[config.mk]
export PLATFORM = sky130hd
export DESIGN_NAME = link_pixel_pipeline
export DESIGN_NICKNAME = d
export VERILOG_FILES = /design/src/rtl/zelda_pkg.sv /design/src/rtl/sprite_anim_ctrl.sv /design/src/rtl/link_pixel_pipeline.sv
export SDC_FILE = /design/constraint.sdc
export NUM_CORES = 1
export LEC_CHECK = 0
export CAP_MARGIN = 15
export CORE_MARGIN = 2
export CORE_UTILIZATION = 28
export DETAILED_ROUTE_END_ITERATION = 6
export HOLD_SLACK_MARGIN = 0.1
export SLEW_MARGIN = 10
export SYNTH_ARGS = -nofsm -noshare
export SYNTH_HDL_FRONTEND = slang
export SYNTH_SLANG_ARGS = --single-unit
export TNS_END_PERCENT = 1
[constraint.sdc]
create_clock -name Clk -period 2.69 [get_ports Clk]
set_input_delay 0.269 -clock Clk [delete_from_list [all_inputs] [get_ports Clk]]
set_output_delay 0.269 -clock Clk [all_outputs]
set_load 0.05 [all_outputs]
[src/rtl/zelda_pkg.sv]
// Shared types and screen constants for the Zelda video path.
package zelda_pkg;

    typedef logic [11:0] rgb12_t;

    typedef enum logic [1:0] {
        DIR_UP,
        DIR_DOWN,
        DIR_LEFT,
        DIR_RIGHT
    } dir_t;

    localparam int SCREEN_W = 640;
    localparam int SCREEN_H = 480;
    localparam int BG_W     = 160;

    // Row base of the downscaled background: y*160 built as y*128 + y*32.
    function automatic logic [14:0] bgRowBase(input logic [9:0] y);
        return (15'(y) << 7) + (15'(y) << 5);
    endfunction

endpackage

[src/rtl/sprite_anim_ctrl.sv]
// Per-frame sprite state: vsync falling-edge detect, position/direction
// shadow latch and the walk-animation counter with its frame toggle.
module sprite_anim_ctrl
    import zelda_pkg::*;
#(
    parameter int ANIM_FRAMES = 8
) (
    input  logic       clk_i,
    input  logic       rst_ni,
    input  logic       vs_i,
    input  logic       moving_i,
    input  logic [9:0] linkX_i,
    input  logic [9:0] linkY_i,
    input  dir_t       dir_i,
    output logic [9:0] linkX_o,
    output logic [9:0] linkY_o,
    output dir_t       dir_o,
    output logic       frame_o
);

    localparam logic [2:0] LAST_CNT = 3'(ANIM_FRAMES - 1);

    logic       vsPrev_q;
    logic       vsFall;
    logic [9:0] linkX_q, linkX_d;
    logic [9:0] linkY_q, linkY_d;
    dir_t       dir_q, dir_d;
    logic [2:0] animCnt_q, animCnt_d;
    logic       frame_q, frame_d;

    // Everything here changes only at the start of vertical sync, so a
    // frame is always drawn with one consistent position and pose.
    always_comb begin
        vsFall    = vsPrev_q & ~vs_i;
        linkX_d   = linkX_q;
        linkY_d   = linkY_q;
        dir_d     = dir_q;
        animCnt_d = animCnt_q;
        frame_d   = frame_q;
        if (vsFall) begin
            linkX_d = linkX_i;
            linkY_d = linkY_i;
            dir_d   = dir_i;
            if (!moving_i) begin
                animCnt_d = '0;
                frame_d   = 1'b0;
            end else if (animCnt_q == LAST_CNT) begin
                animCnt_d = '0;
                frame_d   = ~frame_q;
            end else begin
                animCnt_d = animCnt_q + 3'd1;
            end
        end
    end

    always_ff @(posedge clk_i) begin
        if (!rst_ni) begin
            vsPrev_q  <= 1'b1;
            linkX_q   <= '0;
            linkY_q   <= '0;
            dir_q     <= DIR_UP;
            animCnt_q <= '0;
            frame_q   <= 1'b0;
        end else begin
            vsPrev_q  <= vs_i;
            linkX_q   <= linkX_d;
            linkY_q   <= linkY_d;
            dir_q     <= dir_d;
            animCnt_q <= animCnt_d;
            frame_q   <= frame_d;
        end
    end

    assign linkX_o = linkX_q;
    assign linkY_o = linkY_q;
    assign dir_o   = dir_q;
    assign frame_o = frame_q;

endmodule

[src/rtl/link_pixel_pipeline.sv]
// Three-stage pixel pipeline: ROM addressing, palette index capture and
// sprite-over-background compositing, with timing signals delayed to match.
module link_pixel_pipeline
    import zelda_pkg::*;
#(
    parameter int         SPR_SIZE        = 32,
    parameter int         BG_SHIFT        = 2,
    parameter int         ANIM_FRAMES     = 8,
    parameter logic [3:0] TRANSPARENT_IDX = 4'h0
) (
    input  logic        Clk,
    input  logic        Reset_n,
    input  logic [9:0]  DrawX,
    input  logic [9:0]  DrawY,
    input  logic        hs_in,
    input  logic        vs_in,
    input  logic        blank_in,
    input  logic [9:0]  LinkX,
    input  logic [9:0]  LinkY,
    input  logic [1:0]  dir,
    input  logic        moving,
    output logic [14:0] bg_rom_addr,
    input  logic [3:0]  bg_rom_q,
    output logic [12:0] spr_rom_addr,
    input  logic [3:0]  spr_rom_q,
    output logic [3:0]  bg_pal_index,
    output logic [3:0]  spr_pal_index,
    input  logic [11:0] bg_rgb,
    input  logic [11:0] spr_rgb,
    output logic [3:0]  red,
    output logic [3:0]  green,
    output logic [3:0]  blue,
    output logic        hs_out,
    output logic        vs_out,
    output logic        blank_out
);

    logic [9:0]  shadowX, shadowY;
    dir_t        shadowDir;
    logic        frame;
    logic [9:0]  bgX, bgY;
    logic [10:0] x11, y11, lx11, ly11;
    logic        sprHit;
    logic [4:0]  sprRow, sprCol;

    logic        hit0_q, hit1_q;
    logic [3:0]  bgIdx_q;
    logic [3:0]  sprIdx_q, sprIdx_d;
    rgb12_t      rgb_q, rgb_d;
    logic [2:0]  hsDly_q, vsDly_q, blankDly_q;

    sprite_anim_ctrl #(
        .ANIM_FRAMES(ANIM_FRAMES)
    ) uAnim (
        .clk_i    (Clk),
        .rst_ni   (Reset_n),
        .vs_i     (vs_in),
        .moving_i (moving),
        .linkX_i  (LinkX),
        .linkY_i  (LinkY),
        .dir_i    (dir_t'(dir)),
        .linkX_o  (shadowX),
        .linkY_o  (shadowY),
        .dir_o    (shadowDir),
        .frame_o  (frame)
    );

    assign bgX         = DrawX >> BG_SHIFT;
    assign bgY         = DrawY >> BG_SHIFT;
    assign bg_rom_addr = bgRowBase(bgY) + 15'(bgX);

    // 11-bit compares keep a sprite hanging off the right/bottom edge from wrapping.
    assign x11    = {1'b0, DrawX};
    assign y11    = {1'b0, DrawY};
    assign lx11   = {1'b0, shadowX};
    assign ly11   = {1'b0, shadowY};
    assign sprHit = (x11 >= lx11) && (x11 < lx11 + 11'(SPR_SIZE)) &&
                    (y11 >= ly11) && (y11 < ly11 + 11'(SPR_SIZE));
    assign sprRow = 5'(DrawY - shadowY);
    assign sprCol = 5'(DrawX - shadowX);

    assign spr_rom_addr = sprHit ? {shadowDir, frame, sprRow, sprCol} : '0;

    always_comb begin
        sprIdx_d = hit0_q ? spr_rom_q : TRANSPARENT_IDX;
        rgb_d    = bg_rgb;
        if (!blankDly_q[1]) begin
            rgb_d = '0;
        end else if (hit1_q && (sprIdx_q != TRANSPARENT_IDX)) begin
            rgb_d = spr_rgb;
        end
    end

    always_ff @(posedge Clk) begin
        if (!Reset_n) begin
            hit0_q     <= 1'b0;
            hit1_q     <= 1'b0;
            bgIdx_q    <= '0;
            sprIdx_q   <= '0;
            rgb_q      <= '0;
            hsDly_q    <= '1;
            vsDly_q    <= '1;
            blankDly_q <= '0;
        end else begin
            hit0_q     <= sprHit;
            hit1_q     <= hit0_q;
            bgIdx_q    <= bg_rom_q;
            sprIdx_q   <= sprIdx_d;
            rgb_q      <= rgb_d;
            hsDly_q    <= {hsDly_q[1:0], hs_in};
            vsDly_q    <= {vsDly_q[1:0], vs_in};
            blankDly_q <= {blankDly_q[1:0], blank_in};
        end
    end

    assign bg_pal_index  = bgIdx_q;
    assign spr_pal_index = sprIdx_q;
    assign red           = rgb_q[11:8];
    assign green         = rgb_q[7:4];
    assign blue          = rgb_q[3:0];
    assign hs_out        = hsDly_q[2];
    assign vs_out        = vsDly_q[2];
    assign blank_out     = blankDly_q[2];

endmodule

==> reports/summary.txt, run 1 <==
routability cong.: 0.8244
fill count: 1,118
Die X: 114.7 um
leakage power: 2.546 nW
Critical Path RT: 2.42 ns
Slowest-stage cell, CP: or3_4
status: finished with violations
VDD IR-drop max: 287.1 uV
ranking of synthesized cells by area: dfxtp_1, ha_1, nand2_1
Core ar.: 11,960 um2
first-pass GRT wire length: 15,860 um
Total Power: 3.289 mW
Worst Hold Path Cells: 1
CTS Buf Count: 9
failing checks: setup timing
CTS clk-pin slew, worst paths: 0.05 ns
Longest Clk Path Bufs: 2
Crit Path Max Fanout: 8
Post-synth top cells: nand2_1, dfxtp_1, a21oi_1, ha_1, inv_1
Post-Synthesis Cells: 421
H-tree depth: 3
synth unique cells: 41
remaining antenna violation count: 0
Final WS setup: -0.2551 ns
Setup violations, final: 15
EDFF count, synth: 0
switching pwr: 941.4 uW
Cell Area, Synth: 3428 um2
max cap viols: 0
Die Y: 114.7 um
hold_ws: 0.4082 ns
CTS tree: built
share of post-route cells with drive strength above 1: 0.2268
Cell Rows: 40
Total GRT Usage: 0.1509
drt first pass iters: 4
number of global-route vias before repair: 3,549
antenna violations before repair: 1
Worst path depth: 9
Util after Layout: 0.5038
sequential-to-total area share from yosys stat: 0.3328
Antenna Cells: 0
most frequent cell after synthesis: nand2_1
r2r worst-path depth: 10
post-synth top area cell: dfxtp_1
switching share of power: 0.2862
routed wire length: 9670 um
dominant synthesized flop cell: dfxtp_1
Initial Util: 0.2866
P_int: 2.348 mW
CTS sink cnt: 57
Crit Path Category: register to output port
crit share post-route: 1.095
die area: 13,140 um2
via count of the routed design: 3,429
port bufs: 130
Max-Slew Margin vs Limit: 0.6531
syn nets: 554
Comb pwr share: 0.321
final net count: 732
crit start category: register
Reg power frac: 0.272
Yosys top cell area share: 0.3328
drt wl/cell: 12.88 um
Area Growth Syn to Fin: 75.77%
worst stage delay on the critical path: 0.34 ns
Worst Path Arrival: 2.68 ns
worst-margin pin slew: 0.5187 ns
PD cells: 545.9 nW/um2
DRT iter0 DRCs: 89
clock latency on the worst-skew pair: 0.32 ns
worst clock skew: 0.006809 ns
Ys Warns: 0
RSZ-0062 raised after global routing: yes
HPWL after DPL: 7531 um
crit-path leading delay family: simple AND/OR/NAND/NOR gates
crit-path cells: ha_4 -> inv_1 -> ha_2 -> or3_4 -> or3_1 -> a22oi_2 -> o211ai_4 -> a211oi_2 -> clkbuf_16
final critical-path required period: 2.945 ns
largest net degree at the start of global routing: 28
via-per-instance ratio: 4.566
maximum clock rate: 339.5 MHz
Root Buffer: clkbuf_16
clock share of power: 0.407
GR Overflow Total: 0
flops & latches, synth: 57
Final Hold Fails: 0
WP buf/inv: 2
DR DRC count: 0
Mapped Avg Cell Area: 8.143 um2
Crit. End Element: output port
Hold Crit Class: register to register
total I/O pin count: 131
max-slew violations: 0
Post-synth ARST share: 0
area by class of cell:
class	count	area, um2	area share
clock inverter	6	115.1	0.01910
sequential	57	1146	0.1902
inverter	39	146.4	0.02429
multi-input combinational	306	2238	0.3715
timing repair buffer	186	1957	0.3248
clock buffer	10	239.0	0.03966
tap	147	183.9	0.03052
cells by family after synthesis:
logic type,count (synthesis),synth area share
XOR/XNOR,17,0.04343
flip-flops,57,0.3328
adder cells (fa/ha/maj),53,0.2022
buffers and inverters,58,0.07117
AO/OA/AOI/OAI,85,0.1507
AND/OR/NAND/NOR,151,0.1996
metal layers:
layer | share of wire | wire [um] | up-vias | track usage
li1 | - | - | 1762 | -
met1 | 0.42 | 4094 | 1550 | 0.1738
met2 | 0.49 | 4747 | 100 | 0.2659
met3 | 0.073 | 706 | 15 | 0.04923
met4 | 0.011 | 110 | 2 | 0.04390
met5 | 0.0011 | 11 | - | 0
state kept, by name, summed over array words and instances (netlist names), 2 cells and up:
name,cells
vsDly_q,3
uAnim.linkY_o,10
uAnim.linkX_o,10
uAnim.animCnt_q,3
spr_pal_index,4
rgb_q,12
uAnim.dir_o,2
hsDly_q,3
blankDly_q,3
bg_pal_index,4
power by group through the flow:
stage | logic [mW] | clock network (mW) | registers, mW
after floorplan | 0.481 | 0 | 0.938
after global placement | 0.969 | 0 | 0.911
after detailed placement | 0.985 | 0 | 0.912
after CTS | 1.03 | 1.37 | 0.895
after global routing | 1.13 | 1.41 | 0.899
final | 1.06 | 1.34 | 0.896
stage by stage:
step                      setup slack, ns  setup TNS [ns]  std cells  cell area [um2]
after CTS                         -0.2407          -3.262        751             5953
after floorplan                   -0.2058          -2.325        421             3446
after detailed placement          -0.5272          -5.164        731             5441
after global routing              -0.3842          -5.050        751             6026
final                             -0.2551          -2.610        751             6026
after global placement            -0.4627          -4.755        731             5441
path summary, 6_finish.rpt:
check,slack [ns],start,to
setup / recovery,-0.26,uAnim.linkY_o[6]$_SDFFE_PN0P_,spr_rom_addr[8]
hold / removal,0.41,hsDly_q[0]$_SDFF_PN1_,hsDly_q[1]$_SDFF_PN1_
setup reg to reg,0.46,uAnim.linkX_o[6]$_SDFFE_PN0P_,hit0_q$_SDFF_PN0_
hold reg to reg,0.41,hsDly_q[0]$_SDFF_PN1_,hsDly_q[1]$_SDFF_PN1_
worst register-to-register path, delay by kind of cell, from the launching register on:
kind            cells  cell delay [ns]
compound gates      3             0.76
fa+ha+maj           2             0.63
flops               1             0.33
buf+inv             2             0.22
simple gates        3             0.17
repair_timing:
item | CTS | global route
hold buffers | 0 | 0
buffers inserted | 4 | 0
pin swaps | 22 | 5
cloned | 0 | 0
endpoints found under the setup margin | 19 | 18
gates resized for setup | 45 | 17
cell usage in the layout, fill, tap and decap left out, drive strengths merged, types with 2 or more instances in the layout:
cell type / n
nor2b: 7
a21o: 4
dlygate4sd2: 5
a211oi: 4
xor2: 2
clkdlybuf4s50: 101
clkbuf: 11
buf: 76
nand4: 2
clkdlybuf4s15: 2
nor2: 25
nand3: 6
nand2: 77
or3: 2
and3: 7
nand2b: 10
o21ai: 9
inv: 38
bufinv: 3
o21a: 3
dfxtp: 57
nor3: 4
and2: 7
a21oi: 52
xnor2: 15
clkinv: 3
o31a: 2
ha: 49
o41ai: 2
fa: 4
No activity file was read; power rests on OpenSTA's default activity.
==> run 2: changes to the inputs <==
--- a/config.mk
+++ b/config.mk
@@ -6,10 +6,11 @@
 export NUM_CORES = 1
 export LEC_CHECK = 0
 export CAP_MARGIN = 15
-export CORE_MARGIN = 2
-export CORE_UTILIZATION = 28
+export CORE_MARGIN = 1.5
+export CORE_UTILIZATION = 45
 export DETAILED_ROUTE_END_ITERATION = 6
 export HOLD_SLACK_MARGIN = 0.1
+export PLACE_DENSITY = 0.82
 export SLEW_MARGIN = 10
 export SYNTH_ARGS = -nofsm -noshare
 export SYNTH_HDL_FRONTEND = slang
==> reports/summary.txt, run 2 (synthesis results as in run 1) <==
GR Util met2: 0.4949
Final Hold Fails: 0
max reg flops: 12
clock latency on the worst-skew pair: 0.34 ns
leakage power: 2.499 nW
Critical Path RT: 2.42 ns
Crit Path Category: register to output port
Crit Path Max Fanout: 5
Largest Register: rgb_q
maximum clock rate: 325.8 MHz
status: finished with violations
most frequent cells in the layout: clkdlybuf4s50_1, nand2_1, dfxtp_1, buf_4, a21oi_1
worst-margin pin slew: 0.7547 ns
crit-path cells: buf_6 -> and3_4 -> xnor2_2 -> ha_1 -> a21o_1 -> a21oi_2 -> o22ai_2 -> a21oi_2 -> buf_6 -> o211ai_4 -> a211oi_2 -> clkbuf_16
Cell Rows: 31
PD cells: 479.9 nW/um2
M3 GR Usage: 0.06145
Total GRT Usage: 0.2647
final net count: 732
GRT met1 Usage: 0.2880
Die Y: 90.29 um
Worst Path Arrival: 2.80 ns
fill count: 441
Initial Util: 0.4677
worst clock skew: 0.01250 ns
Slowest-stage cell, CP: dfxtp_2
Fin Setup TNS: -4.122 ns
Crit. End Element: output port
HPWL after DPL: 7536 um
Most Crowded Layer GR: met2
via count of the routed design: 3,665
max-slew violations: 0
Core ar.: 7331 um2
routability cong.: 0.9473
share of post-route cells with drive strength above 1: 0.2467
drt first pass iters: 5
via-per-instance ratio: 5.213
number of global-route vias before repair: 3,783
antenna violations before repair: 0
CTS Buf Count: 9
DRT iter0 DRCs: 141
DR DRC count: 0
routed wire length: 11,110 um
Die X: 90.29 um
failing checks: setup timing
total I/O pin count: 131
worst stage delay on the critical path: 0.34 ns
VDD IR-drop max: 488.9 uV
Root Buffer: clkbuf_8
first-pass GRT wire length: 17,370 um
Hold Crit Class: register to register
crit start category: register
port bufs: 130
CTS clk-pin slew, worst paths: 0.07 ns
final critical-path required period: 3.069 ns
drt wl/cell: 15.80 um
CTS tree: built
Area Growth Syn to Fin: 71.97%
crit share post-route: 1.141
CTS sink cnt: 57
GR Overflow Total: 0
Setup WS pre-CTS: -0.5726 ns
Antenna Cells: 0
commonest non-fill, non-tap cell in the layout: clkdlybuf4s50_1
R2R Setup Slk: 0.29 ns
die area: 8151 um2
Longest Clk Path Bufs: 2
Max-Slew Margin vs Limit: 0.4937
RSZ-0062 raised after global routing: yes
CTS Hold Bufs: 0
H-tree depth: 3
remaining antenna violation count: 0
max cap viols: 0
Setup violations, final: 17
Final WS setup: -0.3794 ns
largest net degree at the start of global routing: 28
-- run 2: cell type report --
class,count,area (um2),area share
Clock buffer,10,137.6,0.02334
Inverter,39,146.4,0.02483
Timing Repair Buffer,185,1946,0.3300
Sequential cell,57,1147,0.1946
Tap cell,99,123.9,0.02101
Multi-Input combinational cell,307,2328,0.3949
Clock inverter,6,66.31,0.01125
-- run 2: report_power, final --
group          switching [mW]  internal, mW
logic                   0.563         0.554
clock network           0.362         0.454
registers              0.0195         0.877
total                   0.944          1.88
-- run 2: worst paths after layout --
check	cells past startpoint	to	start
setup / recovery	12	spr_rom_addr[8]	uAnim.linkY_o[5]$_SDFFE_PN0P_
hold / removal	1	hsDly_q[1]$_SDFF_PN1_	hsDly_q[0]$_SDFF_PN1_
setup reg to reg	13	hit0_q$_SDFF_PN0_	uAnim.linkY_o[5]$_SDFFE_PN0P_
hold reg to reg	1	hsDly_q[1]$_SDFF_PN1_	hsDly_q[0]$_SDFF_PN1_
-- run 2: metal layers --
layer / share of wire / vias up
met1: 0.40 / 1730
li1: - / 1773
met4: 0.023 / 0
met5: 0 / -
met2: 0.53 / 137
met3: 0.054 / 25
-- run 2: worst max-delay path, delay by kind of cell (launching register included) --
| kind | cells | cell delay, ns |
|---|---|---|
| AOI/OAI and AO/OA | 6 | 1.01 |
| DFF | 1 | 0.34 |
| adders and majority gates | 1 | 0.34 |
| xor gates and xnor gates | 1 | 0.14 |
| buffers and inverters | 3 | 0.48 |
| and+or+nand+nor | 1 | 0.17 |
-- run 2: timing repair --
item,CTS,global route
pin swaps,23,13
setup endpoints to repair,19,19
resized for setup,64,22
cloned,1,0
setup buffers,8,3
-- run 2: per-stage QoR --
stage                     hold WS [ns]  total power, mW  cell area, um2  utilization  instances
final                           0.4129            2.829            5896       0.8042        703
after global routing            0.4319            2.945            5896       0.8042        703
after CTS                       0.4128            2.763            5776       0.7878        699
after detailed placement        0.3972            1.882            5314       0.7249        674
after global placement          0.3882            1.855            5314       0.7249        674
after floorplan                 0.3705            1.419            3446            -        421
==> run 3: changes to the inputs <==
--- a/config.mk
+++ b/config.mk
@@ -7,10 +7,11 @@
 export LEC_CHECK = 0
 export CAP_MARGIN = 15
 export CORE_MARGIN = 1.5
-export CORE_UTILIZATION = 45
+export CORE_UTILIZATION = 50
 export DETAILED_ROUTE_END_ITERATION = 6
+export DONT_BUFFER_PORTS = 1
 export HOLD_SLACK_MARGIN = 0.1
-export PLACE_DENSITY = 0.82
+export MAX_ROUTING_LAYER = met4
 export SLEW_MARGIN = 10
 export SYNTH_ARGS = -nofsm -noshare
 export SYNTH_HDL_FRONTEND = slang
==> constraint.sdc (replaced) <==
create_clock -name Clk -period 3.65 [get_ports Clk]
set_input_delay 0.365 -clock Clk [delete_from_list [all_inputs] [get_ports Clk]]
set_output_delay 0.365 -clock Clk [all_outputs]
set_load 0.05 [all_outputs]
==> reports/summary.txt, run 3 (synthesis results as in run 1) <==
status: finished, final reports clean
fill count: 627
drt wl/cell: 14.10 um
GR Overflow Total: 0
Hold Crit Class: input port to register
maximum clock rate: 315.1 MHz
RSZ-0062 raised after global routing: no
Area Growth Syn to Fin: 13.21%
crit start category: register
crit share post-route: 0.8696
Crit Path Category: register to output port
Max-Slew Margin vs Limit: 0.3085
Final Cell Area: 3881 um2
clock latency on the worst-skew pair: 0.33 ns
CTS clk-pin slew, worst paths: 0.06 ns
die area: 7363 um2
Die Y: 85.81 um
DR DRC count: 0
final net count: 569
Setup violations, final: 0
Final Hold Fails: 0
Core ar.: 6495 um2
worst-margin pin slew: 1.026 ns
CTS sink cnt: 57
total I/O pin count: 131
drt first pass iters: 4
Worst Path Arrival: 2.81 ns
Root Buffer: clkbuf_8
PD cells: 474.6 nW/um2
VDD IR-drop max: 340.9 uV
routed wire length: 7302 um
Initial Util: 0.5278
via-per-instance ratio: 5.384
Die X: 85.81 um
crit-path leading delay family: simple AND/OR/NAND/NOR gates
Total Power: 1.842 mW
DRT iter0 DRCs: 84
final critical-path required period: 3.174 ns
Fin Setup TNS: 0 ns
CTS Buf Count: 9
R2R Setup Slk: 1.41 ns
antenna violations before repair: 0
HPWL after DPL: 5769 um
H-tree depth: 3
worst stage delay on the critical path: 0.40 ns
commonest non-fill, non-tap cell in the layout: nand2_1
WP buf/inv: 2
worst clock skew: 0.006876 ns
Slowest-stage cell, CP: or3_1
Total GRT Usage: 0.2139
Cell Rows: 29
Crit Path Max Fanout: 14
largest net degree at the start of global routing: 28
crit-path cells: ha_1 -> inv_1 -> ha_1 -> or3_1 -> or3_1 -> a22oi_2 -> o211ai_4 -> a211oi_2 -> buf_4
leakage power: 1.692 nW
most frequent cells in the layout: nand2_1, dfxtp_1, a21oi_1, ha_1, inv_1
first-pass GRT wire length: 11,920 um
number of global-route vias before repair: 2,605
CTS tree: built
via count of the routed design: 2,789
max-slew violations: 0
Area after DPL: 3597 um2
remaining antenna violation count: 0
Crit. End Element: output port
port bufs: 0
max cap viols: 0
routability cong.: 0.8489
Longest Clk Path Bufs: 2
share of post-route cells with drive strength above 1: 0.09297
max reg flops: 12
footprint of the multi-input gates: 2063 um2
Antenna Cells: 0
FF/Latch Area: 1141 um2
Critical Path RT: 3.28 ns
Largest Register: rgb_q
run 3: cell types whose count changed in the layout (fill, tap and decap cells not counted), sizes merged, moves of 2 or more:
cell	before	now
clkdlybuf4s50	100	0
bufinv	1	3
buf	77	20
clkinvlp	3	0
dlygate4sd3	0	3
dlygate4sd2	5	0
run 3: cell type report:
cell class              instances  area share
clock buffers                  12     0.03997
clock inverters                 4     0.02547
inverters                      39     0.03772
multi-input cells             306      0.5316
flip-flops and latches         57      0.2940
well taps                      77     0.02482
repair buffers                 23     0.04642
run 3: final timing paths:
| path | from | endpoint | cells after the start |
|---|---|---|---|
| hold reg to reg | hsDly_q[1]$_SDFF_PN1_ | hsDly_q[2]$_SDFF_PN1_ | 1 |
| setup reg to reg | uAnim.linkX_o[5]$_SDFFE_PN0P_ | hit0_q$_SDFF_PN0_ | 9 |
| setup / recovery | uAnim.linkY_o[5]$_SDFFE_PN0P_ | spr_rom_addr[3] | 9 |
| hold / removal | Reset_n | blankDly_q[1]$_SDFF_PN0_ | 1 |
run 3: routing by layer:
layer	track usage	part of all wire	vias to the layer above
met4	0.07331	0.013	0
met2	0.3314	0.48	81
met3	0.07700	0.064	10
met1	0.2584	0.44	1266
li1	-	-	1432
met5	-	0	-
run 3: metrics by stage:
stage                     hold WS, ns  setup slack, ns  cells  utilization
final                          0.1490           0.4760    518       0.5976
after floorplan                0.3863           0.2632    421            -
after global routing           0.1243           0.2683    518       0.5976
after global placement         0.3887           0.8628    499       0.5538
after CTS                      0.1121           0.4339    516       0.5945
after detailed placement       0.3941           0.7983    499       0.5538
run 3: power by group:
group	switching (mW)	internal (mW)	total (mW)
clock	0.247	0.492	0.739
sequential	0.0354	0.646	0.682
combinational	0.267	0.154	0.421
run 3: timing repair:
| item | 4_1_cts | 5_1_grt |
|---|---|---|
| hold buffers | 1 | 2 |
| endpoints found under the hold margin | 6 | 2 |
| setup buffers | 0 | 0 |
| gates resized for setup | 0 | 0 |
| endpoints found under the setup margin | 0 | 0 |
